File: src/rtl/seg_pkg.sv
// Shared 7-segment definitions: active-high hex glyph table and its reverse lookup.
// The display encoder and the capture decoder both import this package.
package seg_pkg;

    localparam int SEG_W = 7;

    localparam logic [SEG_W-1:0] SEG_BLANK = 7'h00;

    // Index is the nibble value; bit0 = segment a ... bit6 = segment g.
    localparam logic [SEG_W-1:0] SEG_HEX_PATTERNS [16] = '{
        7'h3F, 7'h06, 7'h5B, 7'h4F, 7'h66, 7'h6D, 7'h7D, 7'h07,
        7'h7F, 7'h6F, 7'h77, 7'h7C, 7'h39, 7'h5E, 7'h79, 7'h71
    };

    // Returns {hit, nibble}; hit is 0 when the pattern is not a hex glyph.
    function automatic logic [4:0] seg_decode(input logic [SEG_W-1:0] pattern);
        logic [4:0] result;
        result = 5'b0;
        for (int i = 0; i < 16; i++) begin
            if (pattern == SEG_HEX_PATTERNS[i]) result = {1'b1, 4'(i)};
        end
        return result;
    endfunction

endpackage

File: src/rtl/seg_capture_decoder_if.sv
// Frame hand-off bus of the capture decoder: decoded word with a valid/ready handshake.
interface seg_capture_decoder_if #(
    parameter int NUM_DIGITS = 4
);

    logic [4*NUM_DIGITS-1:0] o_word;
    logic                    o_valid;
    logic                    i_ready;

    modport master (output o_word, output o_valid, input i_ready);
    modport slave  (input o_word, input o_valid, output i_ready);

endinterface

File: src/rtl/seg_input_filter.sv
// Two-flop synchronizer plus stability filter: strobes o_accept once when the
// synchronized value has held unchanged for STABLE_CYCLES clocks.
module seg_input_filter #(
    parameter int WIDTH         = 11,
    parameter int STABLE_CYCLES = 8
) (
    input  logic             i_clk,
    input  logic             i_rst,
    input  logic [WIDTH-1:0] i_async,
    output logic [WIDTH-1:0] o_stable,
    output logic             o_accept
);

    localparam int CNT_W = $clog2(STABLE_CYCLES + 1);

    logic [WIDTH-1:0] r_sync1;
    logic [WIDTH-1:0] r_sync2;
    logic [CNT_W-1:0] r_cnt;

    // r_sync2 is both the second synchronizer stage and the previous sample:
    // r_sync1 is the value about to become S, so the compare spots a change on
    // the same edge that S takes it, giving the 2 + STABLE_CYCLES latency.
    // NOTE: all state here uses non-blocking assignment so every flop samples
    // the pre-edge value of its neighbour, which is what makes this a shift chain.
    always_ff @(posedge i_clk or posedge i_rst) begin
        if (i_rst) begin
            r_sync1 <= '1;
            r_sync2 <= '1;
            r_cnt   <= '0;
        end else begin
            r_sync1 <= i_async;
            r_sync2 <= r_sync1;
            if (r_sync1 != r_sync2) begin
                r_cnt <= '0;
            end else if (r_cnt != CNT_W'(STABLE_CYCLES)) begin
                r_cnt <= r_cnt + 1'b1;
            end
        end
    end

    assign o_stable = r_sync2;
    assign o_accept = (r_sync1 == r_sync2) && (r_cnt == CNT_W'(STABLE_CYCLES - 1));

endmodule

File: src/rtl/seg_capture_decoder.sv
// Samples a multiplexed active-low 7-segment bus, decodes each settled digit back
// to a nibble and hands complete frames off over a valid/ready handshake.
module seg_capture_decoder
    import seg_pkg::*;
#(
    parameter int NUM_DIGITS    = 4,
    parameter int STABLE_CYCLES = 8
) (
    input  logic                  i_clk,
    input  logic                  i_rst,
    input  logic [SEG_W-1:0]      i_segControls,
    input  logic [NUM_DIGITS-1:0] i_digitSel,
    seg_capture_decoder_if.master if_frame,
    output logic                  o_err,
    input  logic                  i_clrErr
);

    localparam int IN_W = NUM_DIGITS + SEG_W;

    logic [IN_W-1:0]         w_stable;
    logic                    w_accept;
    logic [NUM_DIGITS-1:0]   w_sel_act;
    logic [SEG_W-1:0]        w_seg_act;
    logic [4:0]              w_decoded;
    logic                    w_qualified;
    logic                    w_capture;
    logic                    w_illegal;
    logic [NUM_DIGITS-1:0]   w_cap_mask;
    logic                    w_load;
    logic [4*NUM_DIGITS-1:0] w_packed;

    logic [3:0]              r_digits [NUM_DIGITS];
    logic [NUM_DIGITS-1:0]   r_cap;
    logic [4*NUM_DIGITS-1:0] r_word;
    logic                    r_valid;
    logic                    r_err;

    seg_input_filter #(
        .WIDTH        (IN_W),
        .STABLE_CYCLES(STABLE_CYCLES)
    ) u_filter (
        .i_clk   (i_clk),
        .i_rst   (i_rst),
        .i_async ({i_digitSel, i_segControls}),
        .o_stable(w_stable),
        .o_accept(w_accept)
    );

    assign w_sel_act = ~w_stable[SEG_W +: NUM_DIGITS];
    assign w_seg_act = ~w_stable[SEG_W-1:0];
    assign w_decoded = seg_decode(w_seg_act);

    // Multi-select and blanking are normal multiplex artefacts, never errors.
    assign w_qualified = w_accept && $onehot(w_sel_act) && (w_seg_act != SEG_BLANK);
    assign w_capture   = w_qualified && w_decoded[4];
    assign w_illegal   = w_qualified && !w_decoded[4];
    assign w_cap_mask  = w_capture ? w_sel_act : {NUM_DIGITS{1'b0}};

    assign w_load = (&r_cap) && (!r_valid || if_frame.i_ready);

    // NOTE: the default assignment first keeps this block free of inferred latches.
    always_comb begin
        w_packed = '0;
        for (int n = 0; n < NUM_DIGITS; n++) begin
            w_packed[4*n +: 4] = r_digits[n];
        end
    end

    // NOTE: the digit registers are reset too; they are only a few flops and
    // this keeps o_word deterministic even if a frame ever loaded early.
    always_ff @(posedge i_clk or posedge i_rst) begin
        if (i_rst) begin
            for (int n = 0; n < NUM_DIGITS; n++) r_digits[n] <= 4'h0;
            r_cap   <= '0;
            r_word  <= '0;
            r_valid <= 1'b0;
            r_err   <= 1'b0;
        end else begin
            for (int n = 0; n < NUM_DIGITS; n++) begin
                if (w_cap_mask[n]) r_digits[n] <= w_decoded[3:0];
            end
            // A capture on the load edge survives the clear and seeds the next frame.
            r_cap <= (w_load ? {NUM_DIGITS{1'b0}} : r_cap) | w_cap_mask;
            if (w_load) begin
                r_word  <= w_packed;
                r_valid <= 1'b1;
            end else if (if_frame.i_ready) begin
                r_valid <= 1'b0;
            end
            if (w_illegal) begin
                r_err <= 1'b1;
            end else if (i_clrErr) begin
                r_err <= 1'b0;
            end
        end
    end

    assign if_frame.o_word  = r_word;
    assign if_frame.o_valid = r_valid;
    assign o_err            = r_err;

endmodule

File: src/flat_wrapper.sv
// flat-port wrapper written by rule: the top's interface ports become plain ports
module seg_capture_decoder_flat import seg_pkg::*;
#(
    parameter int NUM_DIGITS    = 4,
    parameter int STABLE_CYCLES = 8
)
  (i_clk, i_rst, i_segControls, i_digitSel, o_err, i_clrErr, if_frame_o_word, if_frame_o_valid, if_frame_i_ready);
  seg_capture_decoder_if #(.NUM_DIGITS(NUM_DIGITS)) if_frame_i ();
  input  logic i_clk;
  input  logic i_rst;
  input  logic [SEG_W-1:0] i_segControls;
  input  logic [NUM_DIGITS-1:0] i_digitSel;
  output logic o_err;
  input  logic i_clrErr;
  output wire logic [$bits(if_frame_i.o_word)-1:0] if_frame_o_word;
  output wire logic [$bits(if_frame_i.o_valid)-1:0] if_frame_o_valid;
  input wire logic [$bits(if_frame_i.i_ready)-1:0] if_frame_i_ready;
  assign if_frame_o_word = if_frame_i.o_word;
  assign if_frame_o_valid = if_frame_i.o_valid;
  assign if_frame_i.i_ready = if_frame_i_ready;
  seg_capture_decoder #(.NUM_DIGITS(NUM_DIGITS), .STABLE_CYCLES(STABLE_CYCLES)) u_core (.i_clk(i_clk), .i_rst(i_rst), .i_segControls(i_segControls), .i_digitSel(i_digitSel), .if_frame(if_frame_i), .o_err(o_err), .i_clrErr(i_clrErr));
endmodule
File: config.mk
export PLATFORM = sky130hd
export DESIGN_NAME = seg_capture_decoder_flat
export DESIGN_NICKNAME = d
export VERILOG_FILES = /design/src/rtl/seg_pkg.sv /design/src/rtl/seg_capture_decoder_if.sv /design/src/rtl/seg_input_filter.sv /design/src/rtl/seg_capture_decoder.sv /design/src/flat_wrapper.sv
export SDC_FILE = /design/constraint.sdc
export NUM_CORES = 1
export LEC_CHECK = 0
export ABC_AREA = 1
export CAP_MARGIN = 10
export CORE_MARGIN = 5
export CORE_UTILIZATION = 60
export DETAILED_ROUTE_END_ITERATION = 8
export DONT_BUFFER_PORTS = 1
export PLACE_DENSITY_LB_ADDON = 0.3
export SETUP_SLACK_MARGIN = 0.2
export SLEW_MARGIN = 20
export SYNTH_ARGS = -nofsm -noshare
export SYNTH_HDL_FRONTEND = slang
export SYNTH_SLANG_ARGS = --single-unit
File: constraint.sdc
create_clock -name i_clk -period 4.2 [get_ports i_clk]
set_clock_uncertainty 0.1 [all_clocks]
set_input_delay 1.05 -clock i_clk [delete_from_list [all_inputs] [get_ports i_clk]]
set_output_delay 1.05 -clock i_clk [all_outputs]
set_load 0.02 [all_outputs]
== After elaboration in Yosys (flattened, before gate mapping) ==
Index checks and enable logic that the tools add are counted.
Widths: inputs -> output; s select.
Word-level totals
  register bits after elaboration: 64
  input bits: 15
  output and inout bits: 18
  word-level logic and storage cells: 77
Operators by class
  add/sub/neg operators: 4
  eq/ne operators: 21
  muxes and demuxes: 24
  bitwise logic cells: 3
  reductions and logical operators: 14
Operator list (number)
  $eq 7x7->1 const B: 12
  $mux 5: 16
  $mux 4: 4
  $eq 7x3->1 const B: 2
  $eq 7x6->1 const B: 2
  $eq 11x11->1: 1
  $ne 11x11->1: 1
  $not 7->7: 1
  $reduce_bool 7->1: 1
  $logic_and 1x1->1: 6
  $reduce_bool 2->1: 3
  $add 1x1->2: 2
  $add 4x1->4 const B: 1
  $eq 4x3->1 const B: 1
  $mux 1: 4
  $ne 4x4->1 const B: 1
  $not 4->4: 1
  $or 4x4->4: 1
  $reduce_and 4->1: 1
  $add 3x3->3: 1
  $eq 3x1->1 const B: 1
  $logic_not 1->1: 2
  $logic_or 1x1->1: 1

== Depth between registers and ports, before layout ==
  word-level depth: 21
  gate-level depth with buffers: 13

== By module ==
From an unflattened synthesis, not the netlist that was laid out.
Unflattened totals
  cell total of the unflattened synthesis: 335
  area, all modules: 2917.8 um^2
Modules (own cells, without submodules)
  seg_capture_decoder: instances 1, cells an instance 252, area an instance 1929.4 um^2
  seg_input_filter: instances 1, cells an instance 83, area an instance 988.4 um^2

== Least setup slack after synthesis ==
Ideal clock, no wire load.
  kind: reg-to-reg
  start: register u_core.u_filter.r_sync2[9], in the netlist u_core.u_filter.o_stable[9]
  end: register u_core.r_digits[10] (netlist name)
  arrival time: 2.299 ns
  required time: 3.983 ns
  slack: 1.684 ns
  cell stages (with the launch flop): 11
  buffers on the path: 0
  clock period less this slack: 2.516 ns
  cell sequence: dfstp_2 inv_1 ha_1 ha_1 fa_1 nor3b_1 o211ai_2 nor2_8 nand3_2 nand2_1 nand2_1
On the way
  longest elaborated chain between the ends: 8
  elaborated cells on any way between the ends: 10
  those cells by class: add/sub: 2; eq/ne: 2; mux: 1; bitwise: 1; reduce/logical: 4
Ends and longest elaborated chain
  start: declaration: line seg_input_filter.sv:17  | logic [WIDTH-1:0] r_sync2;
  start signal: assignment: line seg_input_filter.sv:32  | r_sync2 <= r_sync1;
  $not 4->4: line seg_capture_decoder.sv:49  | assign w_sel_act = ~w_stable[SEG_W +: NUM_DIGITS];
  $add 1x1->2 (implied by the code): line seg_capture_decoder.sv:54  | assign w_qualified = w_accept && $onehot(w_sel_act) && (w_seg_act != SEG_BLANK);
  $add 3x3->3 (implied by the code): line seg_capture_decoder.sv:54
  $eq 3x1->1: line seg_capture_decoder.sv:54
  $logic_and 1x1->1 (*) (2 in a row): line seg_capture_decoder.sv:54
  $logic_and 1x1->1 (*): line seg_capture_decoder.sv:55  | assign w_capture = w_qualified && w_decoded[4];
  $mux 4 (*): line seg_capture_decoder.sv:57  | assign w_cap_mask = w_capture ? w_sel_act : {NUM_DIGITS{1'b0}};
  end signal: indexed assignment: line seg_capture_decoder.sv:80  | if (w_cap_mask[n]) r_digits[n] <= w_decoded[3:0];
  end: declaration: line seg_capture_decoder.sv:32  | logic [3:0] r_digits [NUM_DIGITS];
Mark *: on every way between the ends. The rest lies on a longest branch, timed or not.
A chain may end at the register's enable or synchronous reset.

== Final worst setup path ==
  start: register u_core.u_filter.r_sync2[9], in the netlist u_core.u_filter.o_stable[9]
  end: register u_core.r_digits[0] (netlist name)
Same word-level chain as after synthesis.

==> results.ini <==
[final_layout]
fin_util=0.673
drive_gt1_frac=0.225
insertedDiodeCount=0
final_area_um2=3220
nets=349
syn2layout_area_growth_pct=7.66
fillers=389

[run]
maxCapViolCount=0

[global_route]
grt_pass1_vias=2041
grt_pass1_wl_mm=9.18
grt_max_degree=47
grt_antenna_before_repair=0
grt.overflow.total=0
track_usage=0.186

[critical_path]
cp_slowest_cell=dfstp_2
path_buf_inv=1
cp.depth=10
r2r_cells=10
crit_path_start_kind=flip-flop
cp_max_fo=6
crit_path_cell_trace=inv_1, ha_1, ha_1, fa_1, nor3b_1, o211ai_2, nor2_8, nand3_2, nand2_1, nand2_1
crit_family=adder cells
endpoint_kind=flip-flop
max_stage_delay_ns=0.58
crit_type=flip-flop to flip-flop
critPathArrivalTime_ns=2.83
critical_path_required_ns=4.32

[yosys]
syn_area_um2=2990
ys_ff_latch=64
synth.distinct_cells=29
synth.most_common_cell=nand2_1
synth_flop_cell=dfrtp_1
synth_seq_area_share=0.545
yosys.area_share.xor_xnor=0.0351
yosys_warnings=0
avgSynthCellArea_um2=9.37
ys_async_sr_fraction=1.00
netlist_top_cells_area=dfrtp_1 (35%), dfstp_2 (19%), nand2_1 (15%)
synth-simple-area-share=0.328
synth-edff-count=0
synth_compound_area_frac=0.0213
synth-adder-area-share=0.0276
synth_mux_area_frac=0
syn_inst=319
synth_top_area_frac=0.351
synth.largest_area_cell=dfrtp_1
synth_nets=340
synth_common_cells=nand2_1 (119), dfrtp_1 (42), nor2_1 (26)
synth_top_family_by_area=simple AND/OR/NAND/NOR gates

[sta]
fin_hold_ws_ns=0.271
hold_viol=0
rsz0062_at_grt=false
finalSetupViolations=0
period_needed_ns=2.72
fmax_mhz=368
worst_slew_pin_slew_ns=0.909
drv_slew=0
fin_setup_tns_ns=0
post-route-period-util=0.647
relSlewSlack=0.393

[drt]
dr_total_vias=1999
drc=0
routed_wl_mm=5.09
vias_per_cell=5.00
final_antenna_net_count=0
drtPass1Iterations=4
first_iter_violations=109
routedWlPerCell_um=12.7

[placed_design]
place_hpwl_mm=3.79
gp_congestion=0.805
numPortBuffers=0
place_area_um2=3070

[floorplan]
row_count=25
core-area_um2=4790
io_pins=33
die_y_um=80.6
dieArea_um2=6500
die_w_um=80.6
start_util=0.625

[clock_network]
h-tree-depth=3
cts-root-buf=clkbuf_8
ctsHoldBuffers=0
cts_setup_buffers=0
insertion_delay_ns=0.33
ctsResizeCount=0
cts_tree=yes
cts_buffers=9
clkSinkCount=64
cts.clk_slew.worst_paths_ns=0.06
clock_path_buffers=2

[power_and_ir_drop]
ir_worst_vdd_uv=314
leakage_uw=0.00160
power_frac_comb=0.054
swShare=0.231
power.share.clock=0.371
seqPwrFrac=0.575
p_switching_uw=261
p_int_uw=872
power.density_nw_per_um2=352

[worst_hold_path]
min_path_cells=0
hold_path_class=flip-flop to flip-flop

[status]
status=finished, final reports clean

[state kept, by name, summed over array words and instances, names as in the netlist]
register and count:
u_core.if_frame.o_valid 1, u_core.if_frame.o_word 16, u_core.o_err 1, u_core.r_cap 4, u_core.r_digits 16, u_core.u_filter.o_stable 11, u_core.u_filter.r_cnt 4, u_core.u_filter.r_sync1 11
[cell usage in the layout (no fill, tap or decap), drive strengths merged]
master,instances
nand2,127
nor2,46
dfrtp,42
inv,28
dfstp,22
nand3,15
clkbuf,14
xnor2,10
o21ai,7
ha,5
nand4,3
nor3b,2
xor2,2
clkinv,2
buf,2
o211ai,1
nand3b,1
nor4,1
nor3,1
a21oi,1
fa,1
[worst paths after layout]
kind	start	endpoint	slack, ns
setup / recovery	u_core.u_filter.o_stable[9]	u_core.r_digits[0]	1.48
max in group asynchronous	i_rst	u_core.u_filter.r_sync1[5]	2.54
hold / removal	u_core.u_filter.r_sync1[1]	u_core.u_filter.o_stable[1]	0.27
min in group asynchronous	i_rst	u_core.r_digits[8]	0.70
hold reg to reg	u_core.u_filter.r_sync1[1]	u_core.u_filter.o_stable[1]	0.27
setup reg to reg	u_core.u_filter.o_stable[9]	u_core.r_digits[0]	1.48
[through the flow]
| stage | setup slack [ns] | std cells | power [uW] |
|---|---|---|---|
| floorplan | 1.49 | 319 | 710 |
| global placement | 1.54 | 384 | 723 |
| detailed placement | 1.49 | 384 | 724 |
| CTS | 1.48 | 400 | 1150 |
| global route | 1.37 | 400 | 1180 |
| finish | 1.48 | 400 | 1130 |
[routing by layer]
layer,GRT usage,vias up,wire length (um)
li1,-,1005,-
met1,0.238,933,2360
met2,0.296,50,2410
met3,0.0482,11,216
met4,0.0878,0,110
met5,0,-,0
[power by group through the flow]
stage | combinational, uW | sequential (uW) | clock [uW]
6_report | 61.5 | 651 | 421
4_1_cts | 63.3 | 651 | 434
5_1_grt | 71.2 | 653 | 460
3_3_place_gp | 62.4 | 661 | 0
2_1_floorplan | 53.0 | 657 | 0
3_5_place_dp | 62.8 | 661 | 0
[cell type report]
cell class / count / area [um^2] / share of cell area
clock inverter: 2 / 10.0 / 0.00311
sequential: 64 / 1630 / 0.506
clock buffer: 14 / 143 / 0.0443
multi-input combinational: 223 / 1230 / 0.383
timing repair buffer: 2 / 15.0 / 0.00466
inverter: 28 / 105 / 0.0326
tap: 67 / 83.8 / 0.0260
[logic make-up (layout without fill, tap and decap cells)]
family | count (synthesis) | after routing
xor+xnor | 12 | 12
buf+inv | 32 | 46
flops | 64 | 64
simple gates | 196 | 196
fa+ha+maj | 6 | 6
compound gates | 9 | 9
[worst register-to-register path: cells and delay by family (launching register included)]
family                   cells  cell delay (ns)
AO/OA/AOI/OAI                1             0.18
adder cells (fa/ha/maj)      3             0.86
buffers and inverters        1             0.08
flip-flops                   1             0.58
AND/OR/NAND/NOR              5             0.82
Power figures use the tool's default switching activity.
==> RTL change 1, RTL diff (same flow settings) <==
`NUM_DIGITS` is set to 4 in 3 places; all go to 8.
--- a/src/rtl/seg_capture_decoder_if.sv
+++ b/src/rtl/seg_capture_decoder_if.sv
@@ -1,6 +1,6 @@
 // Frame hand-off bus of the capture decoder: decoded word with a valid/ready handshake.
 interface seg_capture_decoder_if #(
-    parameter int NUM_DIGITS = 4
+    parameter int NUM_DIGITS = 8
 );
 
     logic [4*NUM_DIGITS-1:0] o_word;
--- a/src/rtl/seg_capture_decoder.sv
+++ b/src/rtl/seg_capture_decoder.sv
@@ -3,7 +3,7 @@
 module seg_capture_decoder
     import seg_pkg::*;
 #(
-    parameter int NUM_DIGITS    = 4,
+    parameter int NUM_DIGITS    = 8,
     parameter int STABLE_CYCLES = 8
 ) (
     input  logic                  i_clk,
--- a/src/flat_wrapper.sv
+++ b/src/flat_wrapper.sv
@@ -1,7 +1,7 @@
 // flat-port wrapper written by rule: the top's interface ports become plain ports
 module seg_capture_decoder_flat import seg_pkg::*;
 #(
-    parameter int NUM_DIGITS    = 4,
+    parameter int NUM_DIGITS    = 8,
     parameter int STABLE_CYCLES = 8
 )
   (i_clk, i_rst, i_segControls, i_digitSel, o_err, i_clrErr, if_frame_o_word, if_frame_o_valid, if_frame_i_ready);
Ports: changed (resized i_digitSel and if_frame_o_word); port bits go from 33 to 53. No check against the original RTL was run, so the function may have changed too.
==> RTL change 1 against the unedited design <==
- sequential cell count up 44
- design area up 60%
- global-route usage up 0.83 points
- first-iteration DRC count up 37%
- core utilization down 0.97 points
- hold slack better by 0.0083 ns
- die area up 52%
- routed wire length up 73%
- area after synthesis up 60%
- worst setup slack worse by 1.1 ns
- power up 65%
- critical endpoint is now u_core.r_digits[10]$_DFFE_PP0P_
- largest cell class unchanged
- largest power group unchanged
==> RTL change 1: results (changes against the unedited design) <==
[logic_synthesis]
yosysUniqueCellTypes = 28  ; was 29
avgSynthCellArea_um2 = 8.82  ; was 9.37 µm²
synthTopCellsByArea = dfrtp_1 41%, nand2_1 19%, dfstp_2 16%, inv_1 3.5%, nor2_1 3.1%  ; was dfrtp_1 35%, dfstp_2 19%, nand2_1 15%, nor2_4 3.4%, nor2_1 3.3%
syn-num-nets = 574  ; was 340
synth_common_cells = 247 x nand2_1, 78 x dfrtp_1, 45 x inv_1  ; was 119 x nand2_1, 42 x dfrtp_1, 26 x nor2_1

[power_and_ir_drop]
ir_worst_vdd_uv = 216  ; was 314 µV
leakage_nw = 2.77  ; was 1.60 nW

[global_route]
grt_pass1_wl_um = 15300  ; was 9180 µm
grt_start_max_net_pins = 58  ; was 47
track_usage_pct = 19.5  ; was 18.6%
grt_pass1_vias = 3386  ; was 2,041

[drt]
wl_um = 8800  ; was 5090 µm
drtIter0Drc = 149  ; was 109
viasPerCell = 5.14  ; was 5.00
firstDrtPassIters = 5  ; was 4

[finish]
num-nets-final = 582  ; was 349
drive_above_1_share_pct = 15.5  ; was 22.5%
instances_no_fill = 658  ; was 400

[clock_tree]
insertion_delay_ns = 0.37  ; was 0.33 ns
clk_pin_slew_ns = 0.10  ; was 0.06 ns
cts_buffer_depth = 2  ; unchanged

[placement]
hpwl_um = 6350  ; was 3790 µm
gp_congestion = 0.945  ; was 0.805
dp.cells = 639  ; was 384

[setup_path]
worstPathMaxFanout = 12  ; was 6
rrSetupSlack_ns = 0.33  ; was 1.48 ns

[status]
status = complete, no violations  ; unchanged

[timing]
tightestPinTransition_ns = 0.679  ; was 0.909 ns

## RTL change 1: changes by cell type after synthesis, sizes merged, moves of 4 or more
cell    unedited run  this run
nand2            127       250
dfrtp             42        78
inv               28        54
nand4              3        12
nor2              46        55
dfstp             22        30
xnor2             10         2
nand3             15        20
clkbuf             3         7
## RTL change 1: worst paths after layout
path / start / endpoint / cells after the start
min in group asynchronous: i_rst / u_core.o_err$_DFFE_PP0P_ / 1
max reg2reg: u_core.u_filter.o_stable[13]$_DFF_PP1_ / u_core.r_digits[10]$_DFFE_PP0P_ / 15
max in group asynchronous: i_rst / u_core.u_filter.r_sync1[9]$_DFF_PP1_ / 2
max: u_core.u_filter.o_stable[13]$_DFF_PP1_ / u_core.r_digits[10]$_DFFE_PP0P_ / 15
min: u_core.u_filter.r_sync1[3]$_DFF_PP1_ / u_core.u_filter.o_stable[3]$_DFF_PP1_ / 0
min reg2reg: u_core.u_filter.r_sync1[3]$_DFF_PP1_ / u_core.u_filter.o_stable[3]$_DFF_PP1_ / 0
## RTL change 1: area by class of cell
cell class	instances	area, µm²
Clock buffer	10	138
Clock inverter	6	78.8
Fill cell	625	2620
Inverter	54	205
Multi-Input combinational cell	372	1800
Sequential cell	108	2740
Tap cell	102	128
Timing Repair Buffer	6	57.6
## RTL change 1: power groups by stage
stage | Combinational (W) | Clock (W) | Sequential [W]
final | 0.000114 | 0.000662 | 0.00109
after global routing | 0.000133 | 0.000729 | 0.00109
after CTS | 0.000114 | 0.000682 | 0.00109
after detailed placement | 0.000113 | 0 | 0.00111
after global placement | 0.000108 | 0 | 0.00111
after floorplan | 0.0000877 | 0 | 0.00110
## RTL change 1: metrics by stage
step / utilization (%) / setup slack, ns / power (W) / instance area, µm² / hold slack [ns]
after global placement: 63.0 / 0.313 / 0.00122 / 4890 / 0.264
after floorplan: - / 0.254 / 0.00119 / 4790 / 0.261
final: 66.3 / 0.335 / 0.00186 / 5150 / 0.279
after global routing: 66.3 / 0.200 / 0.00195 / 5150 / 0.279
after CTS: 65.8 / 0.201 / 0.00188 / 5110 / 0.280
after detailed placement: 63.0 / 0.199 / 0.00122 / 4890 / 0.266
## RTL change 1: layer usage
metal	global-route usage, %	vias to the layer above	wire length (µm)
li1	-	1679	-
met1	25.7	1597	3950
met2	31.8	90	4280
met3	3.58	14	407
met4	8.09	0	165
met5	0	-	0
## RTL change 1: kinds of logic (layout without fill, tap and decap cells)
family	count (synthesis)	after routing	share of synthesized area, %
xor gates and xnor gates	4	4	0.732
AOI/OAI and AO/OA	11	11	1.23
and+or+nand+nor	345	345	31.8
adders and majority gates	12	12	3.76
DFF	108	108	57.2
buffers and inverters	63	76	5.25
## RTL change 1: timing repair
item                       CTS  global route
resized for setup            0             1
hold buffers                 0             0
buffers inserted             0             3
setup endpoints to repair    0            36
==> RTL change 2, RTL diff (config.mk and constraints unchanged) <==
Without the edit above. Compare `r_cnt` against `CNT_W'(STABLE_CYCLES - 1)` with >= in place of ==.
--- a/src/rtl/seg_input_filter.sv
+++ b/src/rtl/seg_input_filter.sv
@@ -39,7 +39,7 @@
     end
 
     assign o_stable = r_sync2;
-    assign o_accept = (r_sync1 == r_sync2) && (r_cnt == CNT_W'(STABLE_CYCLES - 1));
+    assign o_accept = (r_sync1 == r_sync2) && (r_cnt >= CNT_W'(STABLE_CYCLES - 1));
 
 endmodule
 
Check against the original RTL: no difference found for any inputs over 10 cycles, from zero or initial values and one cycle with i_rst high; that may be too few to reach the edited logic, so the function may still have changed.
==> RTL change 2 against the unedited design <==
- design area decreased by 3.1%
- power increased by 7.6%
- routed wire length decreased by 1.4%
- largest power group unchanged
- area after synthesis decreased by 3.6%
- sequential cell count unchanged
- clock power increased by 22%
- global-route usage decreased by 0.29 points
- worst setup slack got worse by 0.27 ns
==> RTL change 2: results (changes against the unedited design) <==
[finish]
flops_and_latches = 64  ; unchanged
num-nonclk-inverters = 30  ; was 28
clk_share_pct = 6.30  ; was 4.74%
drive_above_1_share_pct = 17.5  ; was 22.5%
num-nets-final = 354  ; was 349
num-multi-input-gates = 227  ; was 223
clkbuf_count = 10  ; was 14
instances_no_fill = 392  ; was 400
multi_input_area_share_pct = 35.5  ; was 38.3%

[global_route]
grt_pass1_vias = 1997  ; was 2,041
grt_pass1_wl_um = 8820  ; was 9180 µm
track_usage_pct = 18.3  ; was 18.6%

[setup_path]
cp-startpoint = u_core.u_filter.o_stable[7]$_DFF_PP1_  ; was u_core.u_filter.o_stable[9]$_DFF_PP1_
worstPathMaxFanout = 14  ; was 6
crit_arrival_ns = 3.16  ; was 2.83 ns

[drt]
viasPerCell = 5.11  ; was 5.00
drtIter0Drc = 93  ; was 109
wl_um = 5020  ; was 5090 µm

[logic_synthesis]
synth_common_cells = 125 x nand2_1, 42 x dfrtp_1, 38 x nor2_1  ; was 119 x nand2_1, 42 x dfrtp_1, 26 x nor2_1
synth_fa_ha_area_share_pct = 2.86  ; was 2.76%
yosysUniqueCellTypes = 30  ; was 29
syn-num-nets = 347  ; was 340
synth-xor-area-share_pct = 3.04  ; was 3.51%
synth_compound_area_share_pct = 1.95  ; was 2.13%
synthTopCellsByArea = dfrtp_1 36%, dfstp_2 20%, nand2_1 16%, nor2_1 4.9%, inv_1 3.6%  ; was dfrtp_1 35%, dfstp_2 19%, nand2_1 15%, nor2_4 3.4%, nor2_1 3.3%

[power_and_ir_drop]
clkPwrFrac_pct = 42.2  ; was 37.1%
power_clock_w = 0.000515  ; was 0.000421 W
leakage_nw = 1.60  ; about the same
ir_worst_vdd_uv = 266  ; was 314 µV

[floorplan]
die_area_um2 = 6290  ; was 6500 µm²

[placement]
pre_cts_slack_ns = 1.22  ; was 1.49 ns
post_dp_cell_area_um2 = 2920  ; was 3070 µm²
hpwl_um = 3680  ; was 3790 µm

[status]
status = complete, no violations  ; unchanged

==> RTL change 2: cell count changes after synthesis, moves of 3 or more <==
cell	delta
nor2_1	+12
nand4_1	+8
nor2_4	-8
nand2_1	+6
inv_1	+4
nand3_2	-4
nand3_1	-3
==> RTL change 2: path summary, 6_finish.rpt <==
check,end,slack [ns],cells after the start
worst min-delay path,u_core.u_filter.o_stable[1]$_DFF_PP1_,0.27,0
worst max register to register,u_core.r_digits[1]$_DFFE_PP0P_,1.21,12
max in group asynchronous,u_core.u_filter.r_sync1[2]$_DFF_PP1_,2.52,2
worst min register to register,u_core.u_filter.o_stable[1]$_DFF_PP1_,0.27,0
min in group asynchronous,u_core.r_digits[1]$_DFFE_PP0P_,0.64,1
worst max-delay path,u_core.r_digits[1]$_DFFE_PP0P_,1.21,12
==> RTL change 2: metal layers <==
layer	track usage (%)	share of wire [%]	vias up
met5	0	0	-
met4	9.45	3.1	0
met3	6.12	4.5	13
met2	29.7	48	48
met1	21.7	44	917
li1	-	-	1025
